## src/rtl/uart_tx_arbiter.sv

```systemverilog
// Round-robin arbiter sharing one registered UART TX byte slot among NREQ byte sources.
// Define TX_ARB_LOCK_EN to keep the grant on one source until its req_last byte is accepted.
module uart_tx_arbiter #(
    parameter int NREQ = 4,
    parameter int DW   = 8,
    parameter int IDW  = $clog2(NREQ)
) (
    input  logic               clk,
    input  logic               rstn,
    input  logic               i_en,
    input  logic [NREQ-1:0]    i_req_valid,
    input  logic [NREQ*DW-1:0] i_req_data,
    input  logic [NREQ-1:0]    i_req_last,
    output logic [NREQ-1:0]    o_req_ready,
    output logic [DW-1:0]      o_tx_data,
    output logic               o_tx_valid,
    input  logic               i_tx_ready,
    output logic [IDW-1:0]     o_grant_id,
    output logic               o_busy
);

    logic [IDW-1:0]  r_ptr;
    logic [DW-1:0]   r_txData;
    logic            r_txValid;
    logic [IDW-1:0]  r_grantId;

    logic [NREQ-1:0] w_cand;
    logic [IDW-1:0]  w_sel;
    logic [IDW-1:0]  w_scanIdx;
    logic            w_found;
    logic            w_slotFree;
    logic            w_capture;
    logic            w_advance;
    logic            w_locked;
    logic [IDW-1:0]  w_selNext;
    logic [DW-1:0]   w_selData;

    assign w_slotFree = !r_txValid || i_tx_ready;
    // Gating with rstn keeps req_ready low while reset is held, not only after the first edge.
    assign w_capture  = rstn && i_en && w_slotFree && w_found;
    assign w_selNext  = (w_sel == IDW'(NREQ - 1)) ? '0 : w_sel + 1'b1;
    assign w_selData  = i_req_data[int'(w_sel)*DW +: DW];

    // Walking the scan backwards lets the first candidate after r_ptr win without a break.
    always_comb begin
        w_sel     = '0;
        w_found   = 1'b0;
        w_scanIdx = '0;
        for (int k = NREQ - 1; k >= 0; k--) begin
            w_scanIdx = IDW'((int'(r_ptr) + k) % NREQ);
            if (w_cand[w_scanIdx]) begin
                w_sel   = w_scanIdx;
                w_found = 1'b1;
            end
        end
    end

    always_comb begin
        o_req_ready = '0;
        if (w_capture) begin
            o_req_ready = NREQ'(1) << w_sel;
        end
    end

`ifdef TX_ARB_LOCK_EN
    typedef enum logic {
        ST_OPEN,
        ST_LOCKED
    } state_e;

    state_e         r_state;
    state_e         w_stateNext;
    logic [IDW-1:0] r_owner;

    always_ff @(posedge clk or negedge rstn) begin
        if (!rstn) begin
            r_state <= ST_OPEN;
            r_owner <= '0;
        end else begin
            r_state <= w_stateNext;
            if (w_capture && (r_state == ST_OPEN) && !i_req_last[w_sel]) begin
                r_owner <= w_sel;
            end
        end
    end

    always_comb begin
        w_stateNext = r_state;
        case (r_state)
            ST_OPEN: begin
                if (w_capture && !i_req_last[w_sel]) begin
                    w_stateNext = ST_LOCKED;
                end
            end
            ST_LOCKED: begin
                if (w_capture && i_req_last[w_sel]) begin
                    w_stateNext = ST_OPEN;
                end
            end
            default: w_stateNext = ST_OPEN;
        endcase
    end

    // While locked only the owner may win; the pointer moves only when a message ends.
    always_comb begin
        w_locked  = (r_state == ST_LOCKED);
        w_cand    = w_locked ? (i_req_valid & (NREQ'(1) << r_owner)) : i_req_valid;
        w_advance = w_capture && i_req_last[w_sel];
    end
`else
    logic w_unusedLast;

    assign w_unusedLast = ^i_req_last;
    assign w_locked     = 1'b0;
    assign w_cand       = i_req_valid;
    assign w_advance    = w_capture;
`endif

    // The slot refills in the same cycle it drains, giving one byte per clock.
    always_ff @(posedge clk or negedge rstn) begin
        if (!rstn) begin
            r_txValid <= 1'b0;
            r_txData  <= '0;
            r_grantId <= '0;
            r_ptr     <= '0;
        end else begin
            if (w_capture) begin
                r_txValid <= 1'b1;
                r_txData  <= w_selData;
                r_grantId <= w_sel;
            end else if (i_tx_ready) begin
                r_txValid <= 1'b0;
            end
            if (w_advance) begin
                r_ptr <= w_selNext;
            end
        end
    end

    assign o_tx_data  = r_txData;
    assign o_tx_valid = r_txValid;
    assign o_grant_id = r_grantId;
    assign o_busy     = r_txValid || w_locked;

endmodule
```

## config.mk

```make
export PLATFORM = sky130hd
export DESIGN_NAME = uart_tx_arbiter
export DESIGN_NICKNAME = d
export VERILOG_FILES = /design/src/rtl/uart_tx_arbiter.sv
export SDC_FILE = /design/constraint.sdc
export NUM_CORES = 1
export LEC_CHECK = 0
export ABC_CLOCK_PERIOD_IN_PS = 1400
export CORE_AREA = 8 8 64 60
export CTS_BUF_LIST = sky130_fd_sc_hd__clkbuf_2 sky130_fd_sc_hd__clkbuf_4 sky130_fd_sc_hd__clkbuf_8
export DETAILED_ROUTE_END_ITERATION = 7
export DIE_AREA = 0 0 72 68
export MAX_ROUTING_LAYER = met4
export PLACE_DENSITY_LB_ADDON = 0.3
export SETUP_SLACK_MARGIN = 0.02
export SLEW_MARGIN = 20
export SYNTH_ARGS = -nofsm -noshare
export SYNTH_HDL_FRONTEND = slang
export SYNTH_SLANG_ARGS = --single-unit
```

## constraint.sdc

```tcl
create_clock -name clk -period 1.4 [get_ports clk]
set_clock_uncertainty 0.05 [all_clocks]
set_input_delay 0.28 -clock clk [delete_from_list [all_inputs] [get_ports clk]]
set_output_delay 0.28 -clock clk [all_outputs]
set_load 0.1 [all_outputs]
```

==> flow_summary.ini <==
[sta]
min_period_ns = 2.08
slew_headroom_pct = 77.6
worst_slew_pin_slew_ns = 0.333
max_freq_ghz = 0.482
report.final.slew_viol_count = 0
rsz0062_at_grt = yes
fin_ws_ns = -0.676
fin_crit_sh_pct = 148
finalSetupViolCount = 18
final_hold_viol_count = 0
holdWs_ns = 0.269

[placed_design]
io_buffers = 55
dp_hpwl_microns = 2580
dpl_worst_slack_ns = -0.877
dp.cells = 199
gp_congestion = 0.918

[cts]
root_buffer = clkbuf_4
clkTransAtPathRegs_ns = 0.09
cts_tree = yes
clk_latency_ns = 0.30
clockBufferDepth = 2
htree_levels = 1
numCtsBuffers = 3
cts_sinks = 13
hold_buffers = 0

[routing]
firstDrtPassIters = 4
drcViolationCount = 0
wl_per_cell_microns = 17.6
vias = 994
first_iter_violations = 67
wl_microns = 3650
avgViaCountPerCell = 4.80
ant_nets = 0

[global_route]
grt_pass1_vias = 1074
antenna_found_initial = 0
grt_first_pass_wirelength_microns = 5200
grt_start_max_net_pins = 14
grt_overflow_total = 0
grt.total_usage_pct = 14.4

[floorplan]
rows = 19
dieArea_sq_mm = 0.00490
pin_count = 60
die_w_microns = 72
coreArea_sq_mm = 0.00288
die_h_microns = 68
start_util_pct = 29.2

[setup_path]
path_class = reg2out
r2r-start = r_ptr[1]$_DFFE_PN0P_
path_buf_inv = 1
cp_slowest_cell = dfrtp_2
cp_max_fo = 3
worstSetupStartpointType = flop
reg2regPathDepth = 9
worstSetupEndpointType = output pin
crit_arrival_ns = 1.75
rrSetupSlack_ns = -0.53
crit_family = simple AND/OR/NAND/NOR gates
rr_endpoint = o_tx_data[2]$_DFFE_PN0P_
slowest_delay_ns = 0.41
crit_chain = a21oi_2 > or3_4 > o221a_4 > nor4_4 > buf_12
cp.required_ns = 1.07

[power_and_ir_drop]
cellPowerDensity_mw_per_mm2 = 2070
fin_total_pwr_w = 0.00431
p_leak_nw = 0.901
ir_drop_mv = 1.73

[finish]
final_cells = 207
antennaDiodeCount = 0
num-fill-cells = 206
drive_above_1_share_pct = 48.5
fin_nets = 210
syn_to_final_growth_pct = 147

[synthesis]
synth.area.top_cells = dfrtp_1, mux2i_1, o221ai_1, nand2_1, buf_6
synth_compound_area_share_pct = 17.6
synth_top_family_by_area = multiplexers
muxShareOfSynthArea_pct = 19.0
yosys.cell_count.top_type = mux2i_1
synth-simple-area-share_pct = 16.5
yosys-top-cells-count = mux2i_1, dfrtp_1, nand2_1
synth_warnings = 0
synth_area_leader_cell = dfrtp_1
synth_fa_ha_area_share_pct = 0
netlist_instances = 85
synth_cell_type_count = 27
synth-seq-cells = 13
syn_avg_cell_area_sq_um = 9.89
yosysSeqAreaShare_pct = 38.7
synth_ff_type = dfrtp_1
synth_edf_count = 0
synth_xor_xnor_area_share_pct = 1.04
syn_nets = 129
syn_area_sq_um = 841
synth.top_cell.area_share_pct = 38.7
synthArstFlopShare_pct = 100

[hold_path]
hold_path.class = in2async

[outcome]
violations = setup timing
outcome = finished with violations

[run]
drv_cap = 0
==> worst max-delay path by stage <==
stage	from	slack, ns	cells after the start	endpoint
6_report	r_ptr[1]$_DFFE_PN0P_	-0.68	5	o_req_ready[0]
3_5_place_dp	i_req_valid[0]	-0.88	6	o_req_ready[0]
3_3_place_gp	i_req_valid[0]	-0.84	6	o_req_ready[0]
5_1_grt	i_req_valid[1]	-0.75	7	o_req_ready[2]
2_1_floorplan	o_busy$_DFFE_PN0P_	-1.05	4	o_req_ready[0]
4_1_cts	r_ptr[1]$_DFFE_PN0P_	-0.66	6	o_req_ready[3]
==> routing by layer <==
| layer | GRT usage, % | up-vias | wire length (microns) |
|---|---|---|---|
| li1 | - | 473 | - |
| met1 | 15.2 | 474 | 1420 |
| met2 | 25.0 | 40 | 1980 |
| met3 | 4.10 | 7 | 163 |
| met4 | 6.36 | 0 | 96 |
| met5 | - | - | 0 |
==> placed cells by master (no fill, tap or decap), types with 2 or more instances in the layout <==
cell type / instances
mux2i_4: 3
o221ai_2: 7
dfrtp_1: 11
nor3_4: 2
nand2_1: 13
buf_12: 17
clkdlybuf4s50_1: 35
mux2i_1: 11
mux2i_2: 2
inv_1: 3
dlygate4sd2_1: 4
clkbuf_4: 4
nor2_2: 3
buf_6: 10
buf_4: 16
==> power breakdown <==
group          internal, W  switching [W]  leakage [nW]  total, W
logic              0.00146        0.00185         0.725   0.00331
clock network     0.000131       0.000150        0.0184  0.000281
registers         0.000532       0.000180         0.158  0.000712
total              0.00212        0.00218         0.901   0.00431
==> sequential cells by signal (all words and copies together), names as in the netlist <==
| register | flops |
|---|---|
| o_tx_data | 8 |
| o_grant_id | 2 |
| o_busy | 1 |
| r_ptr | 2 |
==> cell families (layout without fill, tap and decap cells) <==
family,count (synthesis),in the layout
and+or+nand+nor,28,28
AOI/OAI and AO/OA,17,17
xor gates and xnor gates,1,1
buffers and inverters,10,90
muxes,16,16
DFF,13,13
==> per-stage QoR <==
| step | area (sq um) | TNS [ns] | utilization (%) |
|---|---|---|---|
| finish | 2080 | -7.80 | 72.3 |
| global route | 2080 | -8.87 | 72.3 |
| CTS | 1960 | -7.30 | 68.2 |
| detailed placement | 1820 | -12.42 | 63.4 |
| global placement | 1820 | -11.91 | 63.4 |
| floorplan | 940 | -5.36 | - |
==> layout make-up <==
cell class              count  area (sq um)  share of cell area, %
flip-flops and latches     13           330                   15.9
repair buffers             83           973                   46.8
inverters                   3          11.3                  0.542
multi-input cells          62           682                   32.8
well taps                  42          52.6                   2.53
clock buffers               4          30.0                   1.44
==> timing repair <==
| item | CTS | global route |
|---|---|---|
| resized for setup | 25 | 21 |
| setup buffers | 4 | 1 |
| setup endpoints to repair | 18 | 18 |
| pin swaps | 6 | 11 |
No activity file was read; power rests on OpenSTA's default activity.
